**src/rtl/capture_sequencer.sv**
```systemverilog
// Logic-analyzer capture sequencer: arm, pre-trigger fill, trigger wait, post-trigger count, done.
// Generates the circular sample-buffer write strobe/address and records where the trigger landed.
module capture_sequencer #(
  parameter int unsigned ADDR_W = 10,
  parameter int unsigned CNT_W  = 32
) (
  input  logic              i_clk,
  input  logic              i_reset,
  input  logic              i_arm,
  input  logic              i_abort,
  input  logic              i_step_mode,
  input  logic              i_single_step,
  input  logic [ADDR_W-1:0] i_pretrig,
  input  logic              i_step_limit_en,
  input  logic [CNT_W-1:0]  i_step_limit,
  input  logic              i_trigger,
  output logic              o_wr_en,
  output logic [ADDR_W-1:0] o_wr_addr,
  output logic [ADDR_W-1:0] o_trig_addr,
  output logic              o_run,
  output logic              o_done,
  output logic [2:0]        o_state
);

  localparam int unsigned DEPTH = 2 ** ADDR_W;

  typedef enum logic [2:0] {
    ST_IDLE = 3'd0,
    ST_PRE  = 3'd1,
    ST_WAIT = 3'd2,
    ST_POST = 3'd3,
    ST_DONE = 3'd4
  } state_t;

  state_t              state_q, state_d;
  logic                step_mode_q, step_mode_d;
  logic [ADDR_W-1:0]   pretrig_q, pretrig_d;
  logic [CNT_W-1:0]    post_len_q, post_len_d;
  logic [ADDR_W-1:0]   pre_cnt_q, pre_cnt_d;
  logic [CNT_W-1:0]    post_cnt_q, post_cnt_d;
  logic [ADDR_W-1:0]   addr_q, addr_d;
  logic                wr_en_q, wr_en_d;
  logic [ADDR_W-1:0]   wr_addr_q, wr_addr_d;
  logic [ADDR_W-1:0]   trig_addr_q, trig_addr_d;
  logic                run_q, run_d;
  logic                done_q, done_d;
  logic [2:0]          sync_q, sync_d;

  logic                active_c;
  logic                strobe_c;
  logic [CNT_W-1:0]    room_c;
  logic [CNT_W-1:0]    post_len_arm_c;

  // Two synchronizer stages plus one history stage for rising-edge detection.
  assign sync_d = {sync_q[1:0], i_single_step};

  assign active_c = (state_q == ST_PRE) || (state_q == ST_WAIT) || (state_q == ST_POST);
  assign strobe_c = active_c && (step_mode_q ? (sync_q[1] && !sync_q[2]) : 1'b1);

  // Post-trigger length from the arm-time config; a zero result still captures the trigger sample.
  always_comb begin
    room_c         = CNT_W'(DEPTH) - CNT_W'(i_pretrig);
    post_len_arm_c = room_c;
    if (i_step_limit_en && (i_step_limit < room_c)) begin
      post_len_arm_c = i_step_limit;
    end
    if (post_len_arm_c == '0) begin
      post_len_arm_c = CNT_W'(1);
    end
  end

  always_comb begin
    state_d     = state_q;
    step_mode_d = step_mode_q;
    pretrig_d   = pretrig_q;
    post_len_d  = post_len_q;
    pre_cnt_d   = pre_cnt_q;
    post_cnt_d  = post_cnt_q;
    addr_d      = addr_q;
    wr_en_d     = 1'b0;
    wr_addr_d   = wr_addr_q;
    trig_addr_d = trig_addr_q;

    if (strobe_c) begin
      wr_en_d   = 1'b1;
      wr_addr_d = addr_q;
      addr_d    = addr_q + ADDR_W'(1);
    end

    case (state_q)
      ST_IDLE, ST_DONE: begin
        if (i_arm) begin
          step_mode_d = i_step_mode;
          pretrig_d   = i_pretrig;
          post_len_d  = post_len_arm_c;
          pre_cnt_d   = '0;
          post_cnt_d  = '0;
          addr_d      = '0;
          state_d     = (i_pretrig == '0) ? ST_WAIT : ST_PRE;
        end
      end
      ST_PRE: begin
        if (strobe_c) begin
          pre_cnt_d = pre_cnt_q + ADDR_W'(1);
          if ((pre_cnt_q + ADDR_W'(1)) == pretrig_q) begin
            state_d = ST_WAIT;
          end
        end
      end
      ST_WAIT: begin
        if (strobe_c && i_trigger) begin
          trig_addr_d = addr_q;
          post_cnt_d  = CNT_W'(1);
          state_d     = (post_len_q == CNT_W'(1)) ? ST_DONE : ST_POST;
        end
      end
      ST_POST: begin
        if (strobe_c) begin
          post_cnt_d = post_cnt_q + CNT_W'(1);
          if ((post_cnt_q + CNT_W'(1)) == post_len_q) begin
            state_d = ST_DONE;
          end
        end
      end
      default: state_d = ST_IDLE;
    endcase

    // Abort overrides everything, including an arm in the same cycle and the write in flight.
    if (i_abort) begin
      state_d = ST_IDLE;
      wr_en_d = 1'b0;
    end

    run_d  = (state_d == ST_PRE) || (state_d == ST_WAIT) || (state_d == ST_POST);
    done_d = (state_d == ST_DONE);
  end

  always_ff @(posedge i_clk or posedge i_reset) begin
    if (i_reset) begin
      state_q     <= ST_IDLE;
      step_mode_q <= 1'b0;
      pretrig_q   <= '0;
      post_len_q  <= '0;
      pre_cnt_q   <= '0;
      post_cnt_q  <= '0;
      addr_q      <= '0;
      wr_en_q     <= 1'b0;
      wr_addr_q   <= '0;
      trig_addr_q <= '0;
      run_q       <= 1'b0;
      done_q      <= 1'b0;
      sync_q      <= '0;
    end else begin
      state_q     <= state_d;
      step_mode_q <= step_mode_d;
      pretrig_q   <= pretrig_d;
      post_len_q  <= post_len_d;
      pre_cnt_q   <= pre_cnt_d;
      post_cnt_q  <= post_cnt_d;
      addr_q      <= addr_d;
      wr_en_q     <= wr_en_d;
      wr_addr_q   <= wr_addr_d;
      trig_addr_q <= trig_addr_d;
      run_q       <= run_d;
      done_q      <= done_d;
      sync_q      <= sync_d;
    end
  end

  assign o_wr_en     = wr_en_q;
  assign o_wr_addr   = wr_addr_q;
  assign o_trig_addr = trig_addr_q;
  assign o_run       = run_q;
  assign o_done      = done_q;
  assign o_state     = state_q;

endmodule

```
**config.mk**
```make
export PLATFORM = sky130hd
export DESIGN_NAME = capture_sequencer
export DESIGN_NICKNAME = d
export VERILOG_FILES = /design/src/rtl/capture_sequencer.sv
export SDC_FILE = /design/constraint.sdc
export NUM_CORES = 1
export LEC_CHECK = 0
export CAP_MARGIN = 20
export CORE_MARGIN = 5
export CORE_UTILIZATION = 46
export DETAILED_ROUTE_END_ITERATION = 10
export PLACE_DENSITY = 0.67
export REMOVE_ABC_BUFFERS = 1
export SLEW_MARGIN = 5
export SYNTH_ARGS = -nofsm -noshare
export SYNTH_HDL_FRONTEND = slang
export SYNTH_SLANG_ARGS = --single-unit
```
**constraint.sdc**
```tcl
create_clock -name i_clk -period 9.6 [get_ports i_clk]
set_input_delay 1.92 -clock i_clk [delete_from_list [all_inputs] [get_ports i_clk]]
set_output_delay 1.92 -clock i_clk [all_outputs]
set_load 0.01 [all_outputs]
```
==> results of run 1 <==
power breakdown:
group | internal [mW] | leakage [nW] | total (mW) | switching [mW]
Combinational | 0.0700 | 1.83 | 0.153 | 0.0832
Clock | 0.350 | 0.290 | 0.636 | 0.285
Sequential | 0.545 | 1.68 | 0.566 | 0.0214
synthesized netlist by cell type (14+ instances only):
| master | count | area [um2] |
|---|---|---|
| dfrtp_1 | 124 | 3100 |
| nand2_1 | 88 | 330 |
| o21ai_0 | 73 | 365 |
| nor2_1 | 54 | 203 |
| xnor2_1 | 33 | 289 |
| xor2_1 | 32 | 280 |
| nand3_1 | 30 | 150 |
| inv_1 | 28 | 105 |
| and2_1 | 27 | 169 |
| clkbuf_1 | 27 | 101 |
| nand4_1 | 22 | 138 |
| nor4_1 | 22 | 138 |
| a21oi_1 | 21 | 105 |
| mux2_2 | 21 | 236 |
| nor3_1 | 20 | 100 |
| o31ai_1 | 17 | 128 |
| ha_1 | 14 | 175 |
flip-flops by register name, indices dropped and copies added (netlist names), 3 cells and up:
| register | count |
|---|---|
| addr_q | 10 |
| o_state | 3 |
| o_trig_addr | 10 |
| o_wr_addr | 10 |
| post_cnt_q | 32 |
| post_len_q | 32 |
| pre_cnt_q | 10 |
| pretrig_q | 10 |
| sync_q | 3 |
per-layer routing:
metal,vias to the layer above,wire length (um),track usage
li1,3036,-,-
met1,3019,9080,0.302
met2,197,8690,0.324
met3,42,1100,0.0503
met4,0,497,0.0806
met5,-,0,0
how the worst max path moves through the flow:
stage	from	endpoint	slack (ns)	cells after the start
2_1_floorplan	i_reset	addr_q[0]$_DFF_PP0_	4.38	1
3_3_place_gp	i_pretrig[0]	post_len_q[10]$_DFFE_PP0P_	4.36	14
3_5_place_dp	i_pretrig[0]	post_len_q[3]$_DFFE_PP0P_	4.11	14
4_1_cts	i_pretrig[0]	post_len_q[10]$_DFFE_PP0P_	4.52	14
5_1_grt	i_pretrig[0]	post_len_q[10]$_DFFE_PP0P_	4.17	14
6_report	i_pretrig[0]	post_len_q[10]$_DFFE_PP0P_	4.51	14
cell families (layout without fill, tap and decap cells):
group	Yosys count	count (layout)	share of synthesized area
AND/OR/NAND/NOR	334	334	0.247
XOR/XNOR	65	65	0.0777
AO/OA/AOI/OAI	164	164	0.142
buffers and inverters	66	141	0.0367
adder cells (fa/ha/maj)	14	14	0.0239
multiplexers	34	34	0.0500
flip-flops	124	124	0.423
stage by stage:
stage          instances  hold WS (ns)  power [mW]
6_report            1092         0.369        1.36
4_1_cts             1092         0.377        1.37
3_3_place_gp        1060         0.333       0.728
2_1_floorplan        763         0.331       0.660
5_1_grt             1092         0.385        1.41
3_5_place_dp        1060         0.362       0.729
area by class of cell:
class	count	area [um2]
inverter	28	108
fill	1423	6920
clock buffer	17	425
sequential	124	3100
clock inverter	15	165
tap	216	270
timing repair buffer	81	796
multi-input combinational	611	3980
worst max-delay path: stages:
cell	delay, ns
clkdlybuf4s50_1	0.50
inv_1	0.16
ha_1	0.23
nand3b_1	0.16
nor3_1	0.48
inv_1	0.18
ha_1	0.22
or4_1	0.41
nor4_1	0.20
nand4_1	0.13
a41oi_1	0.18
buf_4	0.26
mux2i_1	0.24
o21ai_0	0.10
==> qor.yml, run 1 <==
status: "completed"
worst_slew_pin_slew_ns: 1.03
worstSetupPathType: "input pin to flop"
clkTransAtPathRegs_ns: 0.07
die_h_um: 136
dpl.hpwl_mm: 13.8
numCtsBuffers: 17
syn_avg_cell_area_um2: 9.15
grt_remaining_overflow: 0
setup_ws_ns: 4.51
hold_buffers: 0
cts_tree: "done"
leakage_nw: 3.80
worstSetupEndpointType: "flop"
initial_utilization: 0.465
cts-root-buf: "clkbuf_16"
fin_crit_ns: 5.09
design_area_um2: 8850
place_ws_ns: 4.11
slew_viol_final: 0
async_flop_share: 1.00
htree_levels: 4
cts.path.max_buffers: 2
fin_tns_setup_ns: 0
rsz0062_at_grt: "false"
hold_class: "flop to flop"
vias: 6294
p_per_area_nw_per_um2: 153
synth_seq_cells: 124
crit_path_start_kind: "input pin"
final_cell_mix: "124 x dfrtp_1, 87 x nand2_1, 75 x clkdlybuf4s50_1"
period_share: 0.530
antenna_found_initial: 0
grt_pass1_vias: 6113
grt_pass1_wl_mm: 31.6
final_common_cell: "dfrtp_1"
postCtsSetupBuffers: 0
die_area_um2: 18600
min_from: "sync_q[0]$_DFF_PP0_"
holdPathEnd: "sync_q[1]$_DFF_PP0_"
numPortBuffers: 75
dominantRegCellSynth: "dfrtp_1"
num_antenna_cells: 0
utilization: 0.561
avgViaCountPerCell: 5.76
setup_viol: 0
syn_to_final_growth_pct: 20.7
gp_routability_congestion: 1.00
rr_worst_depth: 9
synth.distinct_cells: 71
slew_headroom: 0.314
syn_inst: 801
drc: 0
ant_nets: 0
synth_edf_count: 0
ys.warnings.count: 0
max-cap-violations: 0
drtPass1Iterations: 5
grt_max_degree: 64
cp.required_ns: 9.86
rows: 46
finalHoldViolCount: 0
core_area_um2: 15800
seq_area_frac_synth: 0.423
fin_worst_skew_ns: 0.00901
rrSetupSlack_ns: 5.86
wirelength_mm: 19.4
grt_util_all_layers: 0.215
drtIter0Drc: 466
wl_per_cell_um: 17.7
timing.rr.end: "o_done$_DFF_PP0_"
rr_startpoint: "post_cnt_q[0]$_DFFE_PP0P_"
peakVddDrop_v: 0.000129
max_freq_ghz: 0.197
cp.arrival_ns: 5.35
drive_gt1_frac: 0.0947
ioPinCount: 76
final_nets: 927
holdPathStages: 0
cts.sinks: 124
crit_fanout: 12
die_w_um: 136
post_cts_resize_count: 0
clk_latency_ns: 0.43
dpl-instance-area_um2: 8260
synthesis.area_um2: 7330
(Power assumes the default switching activity.)
==> run 2: changes to the inputs <==
Clock period 9.6 ns to 4.8 ns, I/O delays scaled along.
==> qor.yml, run 2 (synthesis gave the netlist of run 1 again) <==
slew_headroom: 0.308
status: "completed"
grt_pass1_vias: 6268
crit_path_start_kind: "input pin"
crit_fanout: 12
hold_buffers: 0
fin_tns_setup_ns: 0
final_common_cell: "dfrtp_1"
path_cells: "clkdlybuf4s50_1 > inv_1 > ha_1 > nand3b_1 > nor3_1 > buf_4 > inv_1 > ha_1 > or4_1 > nor4_1 > nand4_1 > a41oi_1 > buf_4 > mux2i_1 > o21ai_0"
drtIter0Drc: 517
drtPass1Iterations: 5
finalHoldViolCount: 0
core_area_um2: 15800
fin_worst_skew_ns: 0.00743
worstSetupPathType: "input pin to flop"
rsz0062_at_grt: "false"
grt_remaining_overflow: 0
final_cell_mix: "124 x dfrtp_1, 87 x nand2_1, 75 x clkdlybuf4s50_1"
max_freq_ghz: 0.261
drc: 0
period_share: 0.799
postCtsSetupBuffers: 0
max_stage_delay_ns: 0.49
avgViaCountPerCell: 5.78
p_total_mw: 2.75
grt_util_all_layers: 0.217
p_comb_frac: 0.111
worst_slew_pin_slew_ns: 1.03
cpMaxStageDelayCell: "clkdlybuf4s50_1"
p_per_area_nw_per_um2: 310
final_nets: 928
hold_class: "flop to flop"
gp_routability_congestion: 0.907
clkTransAtPathRegs_ns: 0.06
cts-root-buf: "clkbuf_16"
grt_pass1_wl_mm: 31.9
num_antenna_cells: 0
wl_per_cell_um: 17.5
place_ws_ns: 0.539
switchingPower_uw: 737
cp.arrival_ns: 4.09
post_cts_resize_count: 0
clk_latency_ns: 0.42
cts_tree: "done"
fillCellCount: 1419
wirelength_mm: 19.1
die_w_um: 136
die_area_um2: 18600
leakage_nw: 3.80
clkPwrFrac: 0.476
die_h_um: 136
setup_ws_ns: 0.965
grt_max_degree: 65
initial_utilization: 0.465
peakVddDrop_v: 0.000250
antenna_found_initial: 0
pwr-share-seq: 0.412
reg_top3: "post_cnt_q: 32 flops, post_len_q: 32 flops"
max-cap-violations: 0
numPortBuffers: 75
rows: 46
numCtsBuffers: 17
setup_viol: 0
htree_levels: 4
cp.required_ns: 5.05
ioPinCount: 76
dpl.hpwl_mm: 13.7
swShare: 0.268
cts.sinks: 124
p_int_mw: 2.01
cts.path.max_buffers: 2
ant_nets: 0
syn_to_final_growth_pct: 21.2
fin_crit_ns: 3.84
vias: 6318
drive_gt1_frac: 0.0958
slew_viol_final: 0
worstSetupEndpointType: "flop"
==> run 2: cell count changes in the layout (fill, tap and decap cells not counted) <==
cell	change
inv_8	-5
clkinvlp_4	+3
bufinv_16	+2
clkinv_8	-2
inv_6	+2
buf_12	+1
==> run 2: path summary, 6_finish.rpt <==
kind | startpoint | end | slack, ns | cells after the start
max in group asynchronous | i_reset | post_cnt_q[3]$_DFFE_PP0P_ | 2.95 | 3
hold reg to reg | sync_q[0]$_DFF_PP0_ | sync_q[1]$_DFF_PP0_ | 0.35 | 0
min in group asynchronous | i_reset | sync_q[1]$_DFF_PP0_ | 1.03 | 2
setup reg to reg | post_cnt_q[0]$_DFFE_PP0P_ | o_done$_DFF_PP0_ | 1.18 | 9
setup / recovery | i_pretrig[0] | post_len_q[3]$_DFFE_PP0P_ | 0.96 | 15
hold / removal | sync_q[0]$_DFF_PP0_ | sync_q[1]$_DFF_PP0_ | 0.35 | 0
==> run 2: final cells by class <==
class | count | area [um2] | area share
multi-input cells | 611 | 3980 | 0.448
flip-flops and latches | 124 | 3100 | 0.349
repair buffers | 82 | 816 | 0.0919
clock buffers | 17 | 425 | 0.0479
well taps | 216 | 270 | 0.0304
clock inverters | 15 | 176 | 0.0199
inverters | 28 | 108 | 0.0121
==> run 2: layer usage <==
| layer | wire (um) | track usage |
|---|---|---|
| met5 | 0 | 0 |
| met2 | 8470 | 0.329 |
| met4 | 519 | 0.0845 |
| met1 | 8940 | 0.299 |
| met3 | 1200 | 0.0522 |
==> run 2: power by group through the flow <==
stage / clock [mW] / combinational, mW / sequential [mW]
final: 1.31 / 0.306 / 1.13
after global routing: 1.39 / 0.344 / 1.14
after CTS: 1.33 / 0.309 / 1.13
after detailed placement: 0 / 0.308 / 1.15
after global placement: 0 / 0.306 / 1.15
after floorplan: 0 / 0.178 / 1.14
==> run 2: critical path, delay by kind of cell <==
kind,cells,cell delay [ns]
mux,1,0.24
buf+inv,5,1.12
fa+ha+maj,2,0.40
compound gates,2,0.27
simple gates,5,1.08
==> run 2: stage by stage <==
step	std cells	cell area (um2)	utilization	hold WS, ns
2_1_floorplan	763	7170	-	0.331
3_3_place_gp	1061	8280	0.525	0.340
3_5_place_dp	1061	8280	0.525	0.335
4_1_cts	1093	8880	0.563	0.349
5_1_grt	1093	8880	0.563	0.372
6_report	1093	8880	0.563	0.348
